File: config.mk
export PLATFORM = sky130hd
export DESIGN_NAME = serial_operand_serializer
export DESIGN_NICKNAME = d
export VERILOG_FILES = /design/src/rtl/serial_operand_serializer.sv
export SDC_FILE = /design/constraint.sdc
export NUM_CORES = 1
export LEC_CHECK = 0
export CORE_UTILIZATION = 35
export DETAILED_ROUTE_END_ITERATION = 10
export DONT_BUFFER_PORTS = 1
export GPL_TIMING_DRIVEN = 0
export HOLD_SLACK_MARGIN = 0.02
export PLACE_DENSITY = 0.53
export SYNTH_ARGS = -nofsm -noshare
export SYNTH_HDL_FRONTEND = slang
export SYNTH_SLANG_ARGS = --single-unit
export TNS_END_PERCENT = 10
File: constraint.sdc
create_clock -name clk -period 2.5 [get_ports clk]
set_input_delay 0.25 -clock clk [delete_from_list [all_inputs] [get_ports clk]]
set_output_delay 0.25 -clock clk [all_outputs]
set_load 0.02 [all_outputs]
File: src/rtl/serial_operand_serializer.sv
// Parallel-to-serial feeder for the bit-serial adder: shifts two WIDTH-bit operands out LSB-first
// and drives the adder's carry-clear so every word starts with a zero carry.
module serial_operand_serializer #(
    parameter int WIDTH = 8
) (
    input  logic             clk,
    input  logic             rst,
    input  logic             in_valid,
    input  logic [WIDTH-1:0] in_a,
    input  logic [WIDTH-1:0] in_b,
    output logic             in_ready,
    output logic             a,
    output logic             b,
    output logic             bit_valid,
    output logic             first,
    output logic             last,
    output logic             carry_clr
);

    localparam int CW = $clog2(WIDTH);
    localparam logic [CW-1:0] LAST_CNT = CW'(WIDTH - 1);

    typedef enum logic {
        IDLE,
        SHIFT
    } state_t;

    state_t           st;
    state_t           st_next;
    logic [WIDTH-1:0] sh_a;
    logic [WIDTH-1:0] sh_b;
    logic [CW-1:0]    cnt;
    logic             at_last;
    logic             accept;

    // Accepting on the last bit lets the next word follow with no idle cycle.
    assign at_last  = (st == SHIFT) && (cnt == LAST_CNT);
    assign in_ready = rst & ((st == IDLE) | at_last);
    assign accept   = in_valid & in_ready;

    always_ff @(posedge clk or negedge rst) begin
        if (!rst) begin
            st <= IDLE;
        end else begin
            st <= st_next;
        end
    end

    always_comb begin
        st_next   = st;
        a         = 1'b0;
        b         = 1'b0;
        bit_valid = 1'b0;
        first     = 1'b0;
        last      = 1'b0;
        carry_clr = 1'b1;
        case (st)
            IDLE: begin
                if (accept) begin
                    st_next = SHIFT;
                end
            end
            SHIFT: begin
                a         = sh_a[0];
                b         = sh_b[0];
                bit_valid = 1'b1;
                first     = (cnt == '0);
                last      = at_last;
                carry_clr = at_last;
                if (at_last && !accept) begin
                    st_next = IDLE;
                end
            end
            default: st_next = IDLE;
        endcase
    end

    always_ff @(posedge clk or negedge rst) begin
        if (!rst) begin
            sh_a <= '0;
            sh_b <= '0;
            cnt  <= '0;
        end else if (accept) begin
            sh_a <= in_a;
            sh_b <= in_b;
            cnt  <= '0;
        end else if (st == SHIFT) begin
            if (at_last) begin
                cnt <= '0;
            end else begin
                sh_a <= sh_a >> 1;
                sh_b <= sh_b >> 1;
                cnt  <= cnt + CW'(1);
            end
        end
    end

endmodule

==> results of run 1 <==
-- worst max-delay path: stages (launching register included) --
cell and delay [ns]:
dfrtp_1 0.44, ha_1 0.22, ha_1 0.18, and2b_4 0.31, inv_4 0.09, and2_4 0.14, buf_6 0.13, buf_8 0.13
a221o_1 0.34
-- state kept, by name (all words and copies together), names as in the netlist --
name	flops
sh_b	8
st	1
cnt	3
sh_a	8
-- Yosys cell counts --
master,instances,share of area [%]
a221o_2,7,8.2
and2_2,9,7.0
a21oi_1,1,0.52
mux2i_1,1,1.0
ha_1,3,3.9
o21ai_0,3,1.6
clkbuf_1,1,0.39
nand3_1,2,1.0
a22o_1,1,0.91
buf_8,1,1.6
inv_4,1,0.65
buf_2,1,0.52
inv_1,3,1.2
buf_6,1,1.2
and3b_2,1,1.0
nand2_1,3,1.2
and2_1,10,6.5
a221o_1,7,7.3
and2_4,1,0.91
dfrtp_1,20,52
and2b_4,1,1.0
nor2_1,2,0.78
-- cells by family after synthesis --
family	share of synthesized area [%]
multiplexers	1.04
AO/OA/AOI/OAI	18.4
buffers and inverters	5.44
adder cells (fa/ha/maj)	3.89
flip-flops	51.8
AND/OR/NAND/NOR	19.4
-- metrics by stage --
stage	hold WS (ns)	instances	area, µm²	util [%]	setup WS [ns]
after floorplan	-0.0456	80	966	-	0.580
after global placement	-0.0451	110	1000	39.4	0.444
after detailed placement	-0.0450	110	1000	39.4	0.408
after CTS	0.0803	114	1040	40.7	0.394
after global routing	0.0693	114	1040	40.7	0.325
final	0.0875	114	1040	40.7	0.405
-- layout make-up --
type                    count  area share [%]
flip-flops and latches     20            48.3
multi-input cells          52            39.9
well taps                  30            3.62
plain buffers               4            3.38
clock buffers               3            2.17
inverters                   4            1.69
repair buffers              1           0.966
-- path summary, 6_finish.rpt --
check                        start       to  cells after the start
hold / removal             in_a[6]  sh_a[6]                      1
hold reg to reg            sh_b[0]  sh_b[0]                      1
max in group asynchronous      rst  sh_a[2]                      1
min in group asynchronous      rst  sh_b[5]                      1
setup reg to reg            cnt[0]  sh_a[5]                      8
setup / recovery            cnt[0]  sh_a[5]                      8
-- layer usage --
| layer | track usage, % | vias up |
|---|---|---|
| met2 | 23.6 | 20 |
| met1 | 20.6 | 301 |
| met4 | 3.85 | 0 |
| met5 | 0 | - |
| li1 | - | 295 |
| met3 | 6.67 | 2 |
-- power by group through the flow --
stage | Sequential [mW] | Combinational [mW] | Clock, mW
floorplan | 0.504 | 0.387 | 0
global placement | 0.525 | 0.445 | 0
detailed placement | 0.526 | 0.462 | 0
CTS | 0.523 | 0.468 | 0.158
global route | 0.539 | 0.521 | 0.170
finish | 0.522 | 0.459 | 0.153
==> results.sh, run 1 <==
export IMPL_status="complete, no violations"
export IMPL_syn2layout_area_growth_pct=7.25
export IMPL_die_height_um=54.5
export IMPL_fill_cells=251
export IMPL_tightest_slew_ns=0.881
export IMPL_synth_seq_cells=20
export IMPL_avgSynthCellArea_um2=12.1
export IMPL_insertion_delay_ns=0.30
export IMPL_grt_start_max_net_pins=21
export IMPL_io_buffers=0
export IMPL_cp_arrival_ns=2.29
export IMPL_nets=108
export IMPL_syn_num_nets=102
export IMPL_drive_gt1_share_pct=31.0
export IMPL_finalCritPeriodShare_pct=83.8
export IMPL_max_freq_ghz=0.477
export IMPL_track_usage_pct=15.7
export IMPL_regArea_um2=500
export IMPL_fp_coreArea_um2=2540
export IMPL_met3_length_um=121
export IMPL_antenna_left=0
export IMPL_max_cap_violations=0
export IMPL_power_share_sequential_pct=46.1
export IMPL_pwr_share_comb_pct=40.4
export IMPL_p_leak_nw=0.497
export IMPL_synth_cells=80
export IMPL_start_kind="register"
export IMPL_cts_tree="yes"
export IMPL_dp_hpwl_um=1310
export IMPL_clockBufferDepth=2
export IMPL_drv_slew=0
export IMPL_cp_end_kind="register"
export IMPL_yosys_warnings=0
export IMPL_final_cell_mix="20 x dfrtp_1, 10 x and2_1, 9 x and2_2, 7 x a221o_1, 7 x a221o_2"
export IMPL_critPathMaxFanout=10
export IMPL_p_per_area_nw_per_um2=1090
export IMPL_via_per_inst=5.42
export IMPL_wl_met1_um=912
export IMPL_post_cts_buffers=0
export IMPL_grt_ovfl_total=0
export IMPL_highest_layer="met4"
export IMPL_synth_cell_types=22
export IMPL_rows=18
export IMPL_hold_viol=0
export IMPL_power_share_clock_pct=13.5
export IMPL_crit_type="register to register"
export IMPL_htree_levels=1
export IMPL_cts_resized=0
export IMPL_synth_area_um2=966
export IMPL_wl_um=1880
export IMPL_max_slew_margin_rel_pct=41.1
export IMPL_p_int_uw=721
export IMPL_numCtsBuffers=3
export IMPL_antenna_found_initial=0
export IMPL_seq_area_frac_synth_pct=51.8
export IMPL_peakVddDrop_mv=0.461
export IMPL_gp_congestion=0.747
export IMPL_tns_ns=0
export IMPL_root_buffer="clkbuf_4"
export IMPL_dr_first_iter_drc_count=23
export IMPL_design_die_area_um2=2970
export IMPL_cts_sinks=20
export IMPL_crit_required_ns=2.69
export IMPL_clock_skew_ns=0.00206
export IMPL_final_common_cell="dfrtp_1"
export IMPL_p_sw_share_pct=36.4
export IMPL_hold_buffers=1
export IMPL_routed_wl_met2_um=829
export IMPL_grt_pass1_wl_um=3120
export IMPL_path_clk_slew_ns=0.11
export IMPL_drc=0
export IMPL_r2r_setup_slack_ns=0.41
export IMPL_start_util_pct=38.0
export IMPL_switchingPower_uw=413
export IMPL_die_w_um=54.5
export IMPL_ios=26
export IMPL_vias=618
export IMPL_multi_input_area_um2=413
export IMPL_first_pass_iters=4
export IMPL_rsz0062_at_grt="no"
export IMPL_diodes=0
export IMPL_setup_viol_count_final=0
export IMPL_wl_per_cell_um=16.5
export IMPL_final_min_clock_period_ns=2.09
export IMPL_min_path_type="input pin to register"
export IMPL_grt_pass1_vias=647
export IMPL_total_power_mw=1.13
Power figures use the tool's default switching activity.
==> run 2: changes to the inputs <==
- PLACE_DENSITY: 0.53 -> 0.55
- clock period: 2.5 -> 1.8 ns (I/O delays scaled with it)
==> run 2 against run 1 <==
  * The run now ends with negative setup slack left
  * Via count rose by 15%
  * Largest cell class unchanged
  * Count of clock-buffer cells in the layout rose by 1
  * Global-route usage rose by 0.95 points
  * Critical endpoint is now sh_a[3]
  * Register-to-register slack got worse by 0.49 ns
  * Power rose by 63%
  * Wire length rose by 11%
  * Clock power rose by 65%
  * Sequential share of layout area fell by 8.8 points
  * Design area rose by 22%
  * Combinational power rose by 93%
==> results.sh, run 2 (synthesis gave the netlist of run 1 again) <==
export IMPL_grt_pass1_wl_um=3390
export IMPL_final_cell_mix="20 x dfrtp_1, 11 x buf_4, 10 x and2_1, 10 x dlygate4sd3_1, 8 x and2_2"
export IMPL_routed_wl_met2_um=996
export IMPL_crit_type="register to register"
export IMPL_via_per_inst=5.21
export IMPL_hold_viol=0
export IMPL_max_freq_ghz=0.530
export IMPL_die_w_um=54.5
export IMPL_nets=129
export IMPL_io_buffers=0
export IMPL_hold_slack_ns=0.0308
export IMPL_start_util_pct=38.0
export IMPL_met3_length_um=91
export IMPL_gp_congestion=0.714
export IMPL_final_min_clock_period_ns=1.89
export IMPL_final_common_cell="dfrtp_1"
export IMPL_peakVddDrop_mv=0.794
export IMPL_crit_path_top_delay_cell="dfrtp_1"
export IMPL_top_regs="sh_a: 8 flops, sh_b: 8 flops, cnt: 3 flops"
export IMPL_root_buffer="clkbuf_4"
export IMPL_insertion_delay_ns=0.29
export IMPL_r2r_end="sh_a[3]"
export IMPL_max_slew_margin_rel_pct=40.7
export IMPL_numCtsBuffers=3
export IMPL_clockBufferDepth=2
export IMPL_wl_um=2090
export IMPL_cpMostUsedCell="ha_2"
export IMPL_diodes=0
export IMPL_min_delay_path_depth=1
export IMPL_grt_pass1_vias=734
export IMPL_ios=26
export IMPL_cts_tree="yes"
export IMPL_htree_levels=1
export IMPL_critPathMaxFanout=8
export IMPL_first_pass_iters=4
export IMPL_max_cap_violations=0
export IMPL_drv_slew=0
export IMPL_antenna_found_initial=0
export IMPL_highest_layer="met4"
export IMPL_worstPathCellList="ha_2, ha_2, and2b_4, inv_6, and2_4, buf_8, buf_6, a221o_1"
export IMPL_reg2reg_depth=8
export IMPL_setup_viol_count_final=14
export IMPL_hold_start="in_b[3]"
export IMPL_grt_start_max_net_pins=21
export IMPL_rsz0062_at_grt="yes"
export IMPL_r2r_setup_slack_ns=-0.09
export IMPL_wl_per_cell_um=15.3
export IMPL_drive_gt1_share_pct=41.5
export IMPL_cp_end_kind="register"
export IMPL_cp_arrival_ns=2.07
export IMPL_finalWorstSetupSlack_ns=-0.0866
export IMPL_syn2layout_area_growth_pct=31.2
export IMPL_fp_coreArea_um2=2540
export IMPL_grt_ovfl_total=0
export IMPL_finalCritPeriodShare_pct=105
export IMPL_clock_skew_ns=0.00786
export IMPL_max_stage_delay_ns=0.40
export IMPL_wl_met1_um=984
export IMPL_final_cells=136
export IMPL_dp_hpwl_um=1300
export IMPL_final_util_pct=49.8
export IMPL_r2r_start="cnt[0]"
export IMPL_start_kind="register"
export IMPL_crit_required_ns=1.98
export IMPL_antenna_left=0
export IMPL_die_height_um=54.5
export IMPL_vias=709
export IMPL_violations="negative setup slack"
export IMPL_dr_first_iter_drc_count=11
export IMPL_path_clk_slew_ns=0.11
export IMPL_status="complete, but fails checks"
export IMPL_drc=0
export IMPL_cts_sinks=20
export IMPL_track_usage_pct=16.6
export IMPL_tightest_slew_ns=0.887
export IMPL_dp_cells=110
export IMPL_min_path_type="input pin to register"
export IMPL_p_per_area_nw_per_um2=1460
export IMPL_hold_end="sh_b[3]"
export IMPL_rows=18
export IMPL_p_leak_nw=0.610
export IMPL_design_die_area_um2=2970
## run 2: cell types whose count changed in the layout (fill, tap and decap cells not counted), moves of 2 or more
cell	change
buf_4	+11
o21ai_0	-2
dlygate4sd3_1	+9
clkbuf_8	+3
ha_2	+2
ha_1	-2
## run 2: worst max-delay path: cells and delay by family, from the launching register on
family                     cells  cell delay, ns
AOI/OAI and AO/OA              1            0.30
adders and majority gates      2            0.34
buffers and inverters          3            0.30
DFF                            1            0.40
and+or+nand+nor                2            0.43
## run 2: layout make-up
type / count / area, µm²
Fill cell: 243 / 1280
Sequential cell: 20 / 500
Multi-Input combinational cell: 52 / 425
Timing Repair Buffer: 23 / 211
Tap cell: 30 / 37.5
Clock buffer: 4 / 36.3
Buffer: 3 / 36.3
Inverter: 4 / 20.0
## run 2: how the worst max path moves through the flow
| stage | endpoint | slack, ns | cells past startpoint | from |
|---|---|---|---|---|
| 3_3_place_gp | sh_a[5] | -0.16 | 8 | cnt[0] |
| 2_1_floorplan | sh_a[1] | -0.04 | 8 | cnt[0] |
| 6_report | sh_a[3] | -0.09 | 8 | cnt[0] |
| 4_1_cts | sh_a[3] | -0.08 | 8 | cnt[0] |
| 5_1_grt | sh_a[3] | -0.17 | 8 | cnt[0] |
| 3_5_place_dp | sh_a[2] | -0.17 | 8 | cnt[0] |
## run 2: through the flow
stage	setup slack [ns]	setup TNS [ns]	total power, mW	instance area [µm²]
floorplan	-0.0440	-0.308	1.25	973
global route	-0.169	-1.66	2.00	1270
global placement	-0.164	-1.67	1.35	1010
finish	-0.0866	-0.650	1.85	1270
detailed placement	-0.168	-1.76	1.38	1010
CTS	-0.0810	-0.596	1.82	1200
## run 2: where the power goes
part	switching (mW)	internal, mW	total [mW]
clock network	0.129	0.123	0.252
logic	0.392	0.493	0.885
registers	0.102	0.612	0.715
total	0.623	1.23	1.85
## run 2: repair_timing
action / in CTS / in global routing
endpoints found under the setup margin: 17 / 19
hold buffers: 5 / 5
resized for setup: 11 / 2
buffers inserted: 10 / 2
endpoints found under the hold margin: 24 / 5
cloned: 1 / 0
pin swaps: 2 / 0
## run 2: metal layers
layer / up-vias / global-route usage, %
li1: 344 / -
met4: 0 / 6.41
met5: - / 0
met2: 15 / 26.4
met1: 348 / 22.3
met3: 2 / 3.06
==> run 3: changes to the inputs <==
- SETUP_SLACK_MARGIN: not set -> 0.02
==> run 3 against run 2 <==
  * The run still ends with negative setup slack left
  * Critical path depth is the same
  * Count of clock-buffer cells in the layout is the same
  * Global-route usage is the same
  * Sequential share of layout area is the same
  * First-iteration DRC count is the same
  * Clock skew is the same
  * Via count is the same
  * Design area is the same
  * Hold slack is the same
  * Non-clock buffer count is the same
  * Largest power group unchanged
==> results.sh, run 3 (synthesis gave the netlist of run 1 again) <==
export IMPL_status="complete, but fails checks"
export IMPL_violations="negative setup slack"
export IMPL_track_usage_pct=16.6
export IMPL_die_height_um=54.5
export IMPL_design_die_area_um2=2970
export IMPL_critPathTopFamily="simple AND/OR/NAND/NOR gates"
export IMPL_cp_end_kind="register"
export IMPL_rsz0062_at_grt="yes"
export IMPL_final_cells=136
export IMPL_path_clk_slew_ns=0.11
export IMPL_p_leak_nw=0.610
export IMPL_antenna_left=0
export IMPL_gp_congestion=0.714
export IMPL_nets=129
export IMPL_dr_first_iter_drc_count=11
export IMPL_clock_skew_ns=0.00786
export IMPL_start_kind="register"
export IMPL_r2r_start="cnt[0]"
export IMPL_grt_pass1_wl_um=3390
export IMPL_crit_type="register to register"
export IMPL_final_min_clock_period_ns=1.89
export IMPL_hold_start="in_b[3]"
export IMPL_max_freq_ghz=0.530
export IMPL_vias=709
export IMPL_total_power_mw=1.85
export IMPL_hold_end="sh_b[3]"
export IMPL_numCtsBuffers=3
export IMPL_final_cell_mix="20 x dfrtp_1, 11 x buf_4, 10 x and2_1, 10 x dlygate4sd3_1, 8 x and2_2"
export IMPL_hold_viol=0
export IMPL_antenna_found_initial=0
export IMPL_fp_coreArea_um2=2540
export IMPL_finalCritPeriodShare_pct=105
export IMPL_htree_levels=1
export IMPL_hold_slack_ns=0.0308
export IMPL_drive_gt1_share_pct=41.5
export IMPL_p_per_area_nw_per_um2=1460
export IMPL_grt_start_max_net_pins=21
export IMPL_root_buffer="clkbuf_4"
export IMPL_critPathMaxFanout=8
export IMPL_wl_um=2090
export IMPL_tns_ns=-0.650
export IMPL_path_buf_inv=3
export IMPL_first_pass_iters=4
export IMPL_cts_tree="yes"
export IMPL_max_cap_violations=0
export IMPL_start_util_pct=38.0
export IMPL_peakVddDrop_mv=0.793
export IMPL_final_common_cell="dfrtp_1"
export IMPL_syn2layout_area_growth_pct=31.2
export IMPL_drv_slew=0
export IMPL_r2r_end="sh_a[3]"
export IMPL_cpMostUsedCell="ha_2"
export IMPL_setup_viol_count_final=14
export IMPL_insertion_delay_ns=0.29
export IMPL_place_ws_ns=-0.168
export IMPL_rows=18
export IMPL_wl_per_cell_um=15.3
export IMPL_max_slew_margin_rel_pct=40.6
export IMPL_die_w_um=54.5
export IMPL_ios=26
export IMPL_dp_hpwl_um=1300
export IMPL_finalWorstSetupSlack_ns=-0.0866
export IMPL_top_regs="sh_a: 8 flops, sh_b: 8 flops, cnt: 3 flops"
export IMPL_crit_path_top_delay_cell="dfrtp_1"
export IMPL_via_per_inst=5.21
export IMPL_dp_cells=110
export IMPL_worstPathCellList="ha_2, ha_2, and2b_4, inv_6, and2_4, buf_8, buf_6, a221o_1"
export IMPL_reg2reg_depth=8
export IMPL_clockBufferDepth=2
export IMPL_tightest_slew_ns=0.887
export IMPL_grt_ovfl_total=0
export IMPL_diodes=0
export IMPL_cp_arrival_ns=2.07
export IMPL_io_buffers=0
export IMPL_r2r_setup_slack_ns=-0.09
export IMPL_cts_sinks=20
export IMPL_grt_pass1_vias=734
export IMPL_critPathLaunch="cnt[0]"
export IMPL_min_delay_path_depth=1
export IMPL_max_stage_delay_ns=0.40
export IMPL_drc=0
export IMPL_min_path_type="input pin to register"
export IMPL_crit_required_ns=1.98
run 3: cell counts in the layout (fill, tap and decap cells not counted):
No cell type changed its count.
run 3: metal layers:
layer / track usage [%] / wire length (µm) / up-vias
met1: 22.3 / 985 / 348
li1: - / - / 344
met3: 3.06 / 91 / 2
met5: 0 / 0 / -
met2: 26.4 / 995 / 15
met4: 6.41 / 14 / 0
run 3: power by group:
part,internal [mW],switching (mW),leakage [nW]
clock network,0.123,0.129,0.0210
registers,0.612,0.102,0.262
logic,0.493,0.392,0.327
total,1.23,0.623,0.610
run 3: worst max-delay path by stage:
stage	slack, ns	end	cells after the start
after floorplan	-0.04	sh_a[1]	8
after global placement	-0.16	sh_a[5]	8
after detailed placement	-0.17	sh_a[2]	8
after CTS	-0.08	sh_a[3]	8
after global routing	-0.17	sh_a[3]	8
final	-0.09	sh_a[3]	8
run 3: cell type report:
| class | instances | area (µm²) |
|---|---|---|
| Clock buffer | 4 | 36.3 |
| Tap cell | 30 | 37.5 |
| Multi-Input combinational cell | 52 | 425 |
| Buffer | 3 | 36.3 |
| Fill cell | 243 | 1280 |
| Inverter | 4 | 20.0 |
| Sequential cell | 20 | 500 |
| Timing Repair Buffer | 23 | 211 |
run 3: repair_timing:
item,in CTS,in global routing
endpoints found under the setup margin,17,19
gates cloned,1,0
hold endpoints to repair,24,5
hold buffers,5,5
resized for setup,11,2
buffers inserted,10,2
pin swaps,2,1
run 3: through the flow:
step	utilization (%)	cell area, µm²
final	49.8	1270
after global routing	49.8	1270
after CTS	47.1	1200
after detailed placement	39.7	1010
after global placement	39.7	1010
after floorplan	-	973
